--- config.mk ---
export PLATFORM = sky130hd
export DESIGN_NAME = async_bus_handshake_dst
export DESIGN_NICKNAME = d
export VERILOG_FILES = /design/src/rtl/async_bus_handshake_dst.sv
export SDC_FILE = /design/constraint.sdc
export NUM_CORES = 1
export LEC_CHECK = 0
export BUFFER_PORTS_ARGS = -buffer_cell sky130_fd_sc_hd__buf_4
export CAP_MARGIN = 25
export CORE_MARGIN = 2
export CORE_UTILIZATION = 51
export CTS_CLUSTER_SIZE = 14
export DETAILED_ROUTE_END_ITERATION = 8
export PLACE_DENSITY = 0.86
export SYNTH_ARGS = -nofsm -noshare
export SYNTH_HDL_FRONTEND = slang
export SYNTH_SLANG_ARGS = --single-unit
export TNS_END_PERCENT = 5
--- constraint.sdc ---
create_clock -name clk -period 3.2 [get_ports clk]
set_input_delay 0.16 -clock clk [delete_from_list [all_inputs] [get_ports clk]]
set_output_delay 0.16 -clock clk [all_outputs]
set_load 0.02 [all_outputs]
--- src/rtl/async_bus_handshake_dst.sv ---
// Destination side of a per-channel toggle (two-phase) request/acknowledge CDC handshake.
// Optional overrun detection is built only when ASYNC_BUS_HANDSHAKE_DST_OVERRUN_DET_EN is defined.
module async_bus_handshake_dst #(
  parameter int unsigned CHANNELS    = 4,
  parameter int unsigned DATA_WIDTH  = 32,
  parameter int unsigned SYNC_STAGES = 2
) (
  input  logic                           clk,
  input  logic                           rst_n,
  input  logic [CHANNELS-1:0]            src_req,
  input  logic [CHANNELS*DATA_WIDTH-1:0] src_data,
  output logic [CHANNELS-1:0]            src_ack,
  output logic [CHANNELS*DATA_WIDTH-1:0] dst_data,
  output logic [CHANNELS-1:0]            dst_src_rdy,
  input  logic [CHANNELS-1:0]            dst_dst_rdy,
  output logic [CHANNELS-1:0]            overrun,
  input  logic [CHANNELS-1:0]            overrun_clr
);

  typedef enum logic {StIdle, StHold} state_e;

  for (genvar ch = 0; ch < CHANNELS; ch++) begin : g_ch
    logic [SYNC_STAGES-1:0] sync_q;
    logic                   prev_q;
    logic                   ack_q, ack_d;
    logic [DATA_WIDTH-1:0]  data_q, data_d;
    state_e                 state_q, state_d;
    logic                   req_event;
    logic                   violation;

    // Any level change on the synchronized request is a new transfer.
    assign req_event = sync_q[SYNC_STAGES-1] ^ prev_q;

    always_ff @(posedge clk or negedge rst_n) begin
      if (!rst_n) begin
        sync_q  <= '0;
        prev_q  <= 1'b0;
        ack_q   <= 1'b0;
        data_q  <= '0;
        state_q <= StIdle;
      end else begin
        sync_q  <= {sync_q[SYNC_STAGES-2:0], src_req[ch]};
        prev_q  <= sync_q[SYNC_STAGES-1];
        ack_q   <= ack_d;
        data_q  <= data_d;
        state_q <= state_d;
      end
    end

    always_comb begin
      state_d   = state_q;
      ack_d     = ack_q;
      data_d    = data_q;
      violation = 1'b0;
      unique case (state_q)
        StIdle: begin
          if (req_event) begin
            data_d  = src_data[ch*DATA_WIDTH +: DATA_WIDTH];
            state_d = StHold;
          end
        end
        StHold: begin
          if (dst_dst_rdy[ch]) begin
            state_d = StIdle;
            ack_d   = ~ack_q;
          end
          // Event is consumed without capture and without an ack toggle.
          violation = req_event;
        end
        default: state_d = StIdle;
      endcase
    end

    assign src_ack[ch]                                = ack_q;
    assign dst_data[ch*DATA_WIDTH +: DATA_WIDTH]      = data_q;
    assign dst_src_rdy[ch]                            = (state_q == StHold);

`ifdef ASYNC_BUS_HANDSHAKE_DST_OVERRUN_DET_EN
    logic overrun_q;

    // Set has priority over clear.
    always_ff @(posedge clk or negedge rst_n) begin
      if (!rst_n) begin
        overrun_q <= 1'b0;
      end else if (violation) begin
        overrun_q <= 1'b1;
      end else if (overrun_clr[ch]) begin
        overrun_q <= 1'b0;
      end
    end

    assign overrun[ch] = overrun_q;
`else
    logic unused_ovr;
    assign unused_ovr  = violation ^ overrun_clr[ch];
    assign overrun[ch] = 1'b0;
`endif
  end

endmodule

# Yosys cells after proc, flatten, opt, wreduce, memory -nomap -nowiden
# Index checks and enable logic that the tools add are counted.
# word_totals
inputBits,142
register_bits,148
# op_classes
n_reduce_logical,8
mux,12
n_bitwise,12
# ops
operator,count
2-bit AND reduction,8
1-bit two-way mux,8
1-bit inverter,8
1-bit case mux with 2 select lines,4
1-bit bitwise XOR,4

# Longest topological paths before layout
# logic_depth
ltp_word,3
mapped_depth,5
ltp_nobuf,3

# Worst setup path after synthesis
# No wires, ideal clock.
# synth_timing
path_type,reg2reg
from,reg g_ch[0].prev_q
to,reg g_ch[0].data_q[0]
stages_incl_launch_ff,6
required_ns,3.075
slack_ns,1.829
arrival_ns,1.246
setup_time_ns,0.125
path_cell_list,dfrtp_1 xor2_1 nor2b_4 buf_6 buf_12 mux2_4
# synth_between
elab_chain_len,2
# synth_rtl
item,line,text
from (decl),24,logic prev_q;
from (signal assigned),43,prev_q <= sync_q[SYNC_STAGES-1];
1-bit bitwise XOR,32,assign req_event = sync_q[SYNC_STAGES-1] ^ prev_q;
2-bit AND reduction (no source line),--,
to (signal assigned),45,data_q <= data_d;
to (decl),26,"logic [DATA_WIDTH-1:0] data_q, data_d;"
# Every way passes these cells.
# A chain may end at the register's enable or synchronous reset.

# Final worst setup path
# layout_timing
from,reg g_ch[0].sync_q[1]
to,reg g_ch[0].data_q[22]
# layout_between
elab_chain_len,2
# layout_rtl
item,line,text
from (decl),23,logic [SYNC_STAGES-1:0] sync_q;
from (signal assigned),42,"sync_q <= {sync_q[SYNC_STAGES-2:0], src_req[ch]};"
1-bit bitwise XOR,32,
2-bit AND reduction (no source line),--,
# Every way passes these cells.

==> metrics.md <==
| Metric | Value |
|---|---|
| Status | finished, final reports clean |
| Synthesized flop and latch total | 148 |
| DRT Pass-1 Iters | 4 |
| I/O pin total | 282 |
| Clk root buf | clkbuf_16 |
| Slew margin rel. | 42.54% |
| Worst-path clk slew | 0.06 ns |
| Largest net degree at the start of global routing | 96 |
| Via count | 4,383 |
| WS Path Type | reg -> reg |
| Clk_lat worst skew | 0.42 ns |
| Post-Synthesis Cells | 325 |
| CTS tree | built |
| VDD IR max | 0.0004932 V |
| Complex-gate fraction of the synthesized area | 0.4887% |
| Hold Crit Class | in -> reg |
| PortBufs | 273 |
| Area contributors post-synth | dfrtp_1 (60%), mux2_4 (29%), buf_12 (3.9%) |
| # nets final | 873 |
| Synth Area in Simple Gates | 1.140% |
| TritonCTS buffer count | 17 |
| Top-area cell type share of the netlist area | 60.27% |
| Most frequent cells in the layout | buf_4 (277), dfrtp_1 (148), dlygate4sd3_1 (133) |
| Crit-path cells | xor2_1 > nor2b_4 > buf_4 > mux2_4 |
| Finish-stage setup viols | 0 |
| Clock Sinks | 148 |
| Worst Skew | 0.006625 ns |
| Worst slew pin tran | 0.8618 ns |
| Area growth syn-to-layout | 63.02% |
| Fin crit period | 2.117 ns |
| Commonest non-fill, non-tap cell in the layout | buf_4 |
| Overall Global Routing Usage | 29.46% |
| CTS H-tree lvls | 4 |
| Die height | 113.8 um |
| Non-filler cells, final | 890 |
| Syn Area/Cell | 18.91 um2 |
| DP Wirelength | 9661 um |
| Post-CTS setup buffers | 0 |
| R2R setup slack | 1.08 ns |
| Dpl ws | 1.130 ns |
| Global placement routability congestion | 0.7548 |
| Share of layout cells above drive strength 1 | 59.35% |
| Grt total ovfl | 0 |
| Leak pwr | 4.936 nW |
| Cell Count Post-Placement | 726 |
| Post-route setup TNS | 0 ns |
| Vias per inst | 4.925 |
| Mux share of post-synthesis cell area | 30.79% |
| ANT cells | 0 |
| P per Cell Area | 856.8 nW/um2 |
| Critical Path AT | 2.42 ns |
| Drc violations | 0 |
| Util after Layout | 84.45% |
| Startpoint Class | flip-flop |
| CP Capture Type | flip-flop |
| Die width | 113.8 um |
| Final Cycle Share | 66.17% |
| Site row count | 40 |
| Drt wl/cell | 20.83 um |
| Peak Freq | 0.4723 GHz |
| Synth warnings | 0 |
| Final hold viol count | 0 |
| Final ANT Viol Nets | 0 |
| Netlist cell types | 12 |
| Initial core utilization | 51.80% |
| Register area share after synthesis | 60.27% |
| Initial antenna violation count | 0 |
| Post-route design area | 10,020 um2 |
| CP max stage delay | 0.64 ns |
| Worst endpoint required time | 3.50 ns |
| Vias in the first global route | 5,023 |
| Max cap viols | 0 |
| CP max stage cell | nor2b_4 |
| Pins Over Slew Limit | 0 |
| Die area | 12,940 um2 |
| Core Area | 11,860 um2 |
| DRT iter0 DRCs | 208 |
| Adder-Cell Fraction of Synth Area | 0% |
| First-pass GRT wire length | 28,370 um |
| Max Root-Sink Buffers | 2 |
| Worst Setup Slack, final | 1.083 ns |
| Post-Syn Area | 6145 um2 |
| Max FO, Critical Path | 18 |
| Largest family of logic cells by synthesized area | multiplexers |
| Post-Synth XOR/XNOR Area | 1.140% |
| Top cell type by total area after synthesis | dfrtp_1 |
| Placed inst area | 8075 um2 |
| Final WL | 18,540 um |
| RSZ-0062 raised after global routing | false |
==> synthesized netlist by cell type <==
| library cell | n |
|---|---|
| xnor2_1 | 4 |
| nor2b_4 | 4 |
| buf_4 | 12 |
| o21a_1 | 4 |
| mux2_2 | 8 |
| buf_6 | 4 |
| dfrtp_1 | 148 |
| conb_1 | 1 |
| xor2_1 | 4 |
| buf_12 | 12 |
| mux2_4 | 120 |
| nand2_1 | 4 |
==> repair_timing <==
| item | CTS | global route |
|---|---|---|
| endpoints found under the hold margin | 226 | 0 |
| hold buffers | 133 | 0 |
| setup endpoints to repair | 0 | 0 |
| gates resized for setup | 0 | 0 |
==> worst max-delay path: cells and delay by family (launching register included) <==
family	cells	cell delay [ns]
AND/OR/NAND/NOR	1	0.64
buffers and inverters	1	0.42
flip-flops	1	0.40
multiplexers	1	0.34
XOR/XNOR	1	0.19
==> per-layer routing <==
metal	GRT usage, %	routed length [um]	vias to the layer above
met5	0	0	-
met4	14.23	708	0
met3	8.767	1283	56
met2	51.50	9748	236
met1	33.06	6799	2182
li1	-	-	1909
==> worst paths after layout <==
path / startpoint / end / depth (start not counted)
worst max-delay path: g_ch[0].sync_q[1] / g_ch[0].data_q[22] / 4
worst min-delay path: dst_dst_rdy[3] / g_ch[3].state_q / 3
worst max register to register: g_ch[0].sync_q[1] / g_ch[0].data_q[22] / 4
worst min register to register: g_ch[3].sync_q[0] / g_ch[3].sync_q[1] / 0
max in group asynchronous: rst_n / g_ch[0].data_q[27] / 3
min in group asynchronous: rst_n / g_ch[3].data_q[3] / 2
==> registers in the layout, indices dropped and copies added (netlist names) <==
signal / count
g_ch.sync_q: 8
g_ch.state_q: 4
g_ch.prev_q: 4
g_ch.data_q: 128
g_ch.ack_q: 4
==> layout make-up <==
cell class	instances	area, um2
Tap cell	147	183.9
Clock buffer	22	484.2
Fill cell	501	1844
Multi-Input combinational cell	152	2077
Timing Repair Buffer	412	3442
Clock inverter	9	126.4
Sequential cell	148	3704
==> power breakdown <==
| group | total [W] | internal (W) | leakage [nW] | switching, W |
|---|---|---|---|---|
| combinational | 0.00353 | 0.00189 | 2.91 | 0.00164 |
| sequential | 0.00301 | 0.00253 | 1.73 | 0.000481 |
| clock | 0.00205 | 0.00130 | 0.302 | 0.000746 |
==> logic make-up after synthesis <==
logic type / count (synthesis)
multiplexers: 128
AND/OR/NAND/NOR: 8
buffers and inverters: 28
XOR/XNOR: 8
other: 1
flip-flops: 148
AO/OA/AOI/OAI: 4
==> per-stage QoR <==
| step | hold slack [ns] | total power (W) |
|---|---|---|
| after detailed placement | 0.2711 | 0.006267 |
| after global placement | 0.2704 | 0.006167 |
| after floorplan | -0.1356 | 0.004962 |
| after global routing | 0.03552 | 0.008904 |
| final | 0.03099 | 0.008582 |
| after CTS | 0.01710 | 0.008483 |
Note: power is estimated with default switching activity, not from simulation.
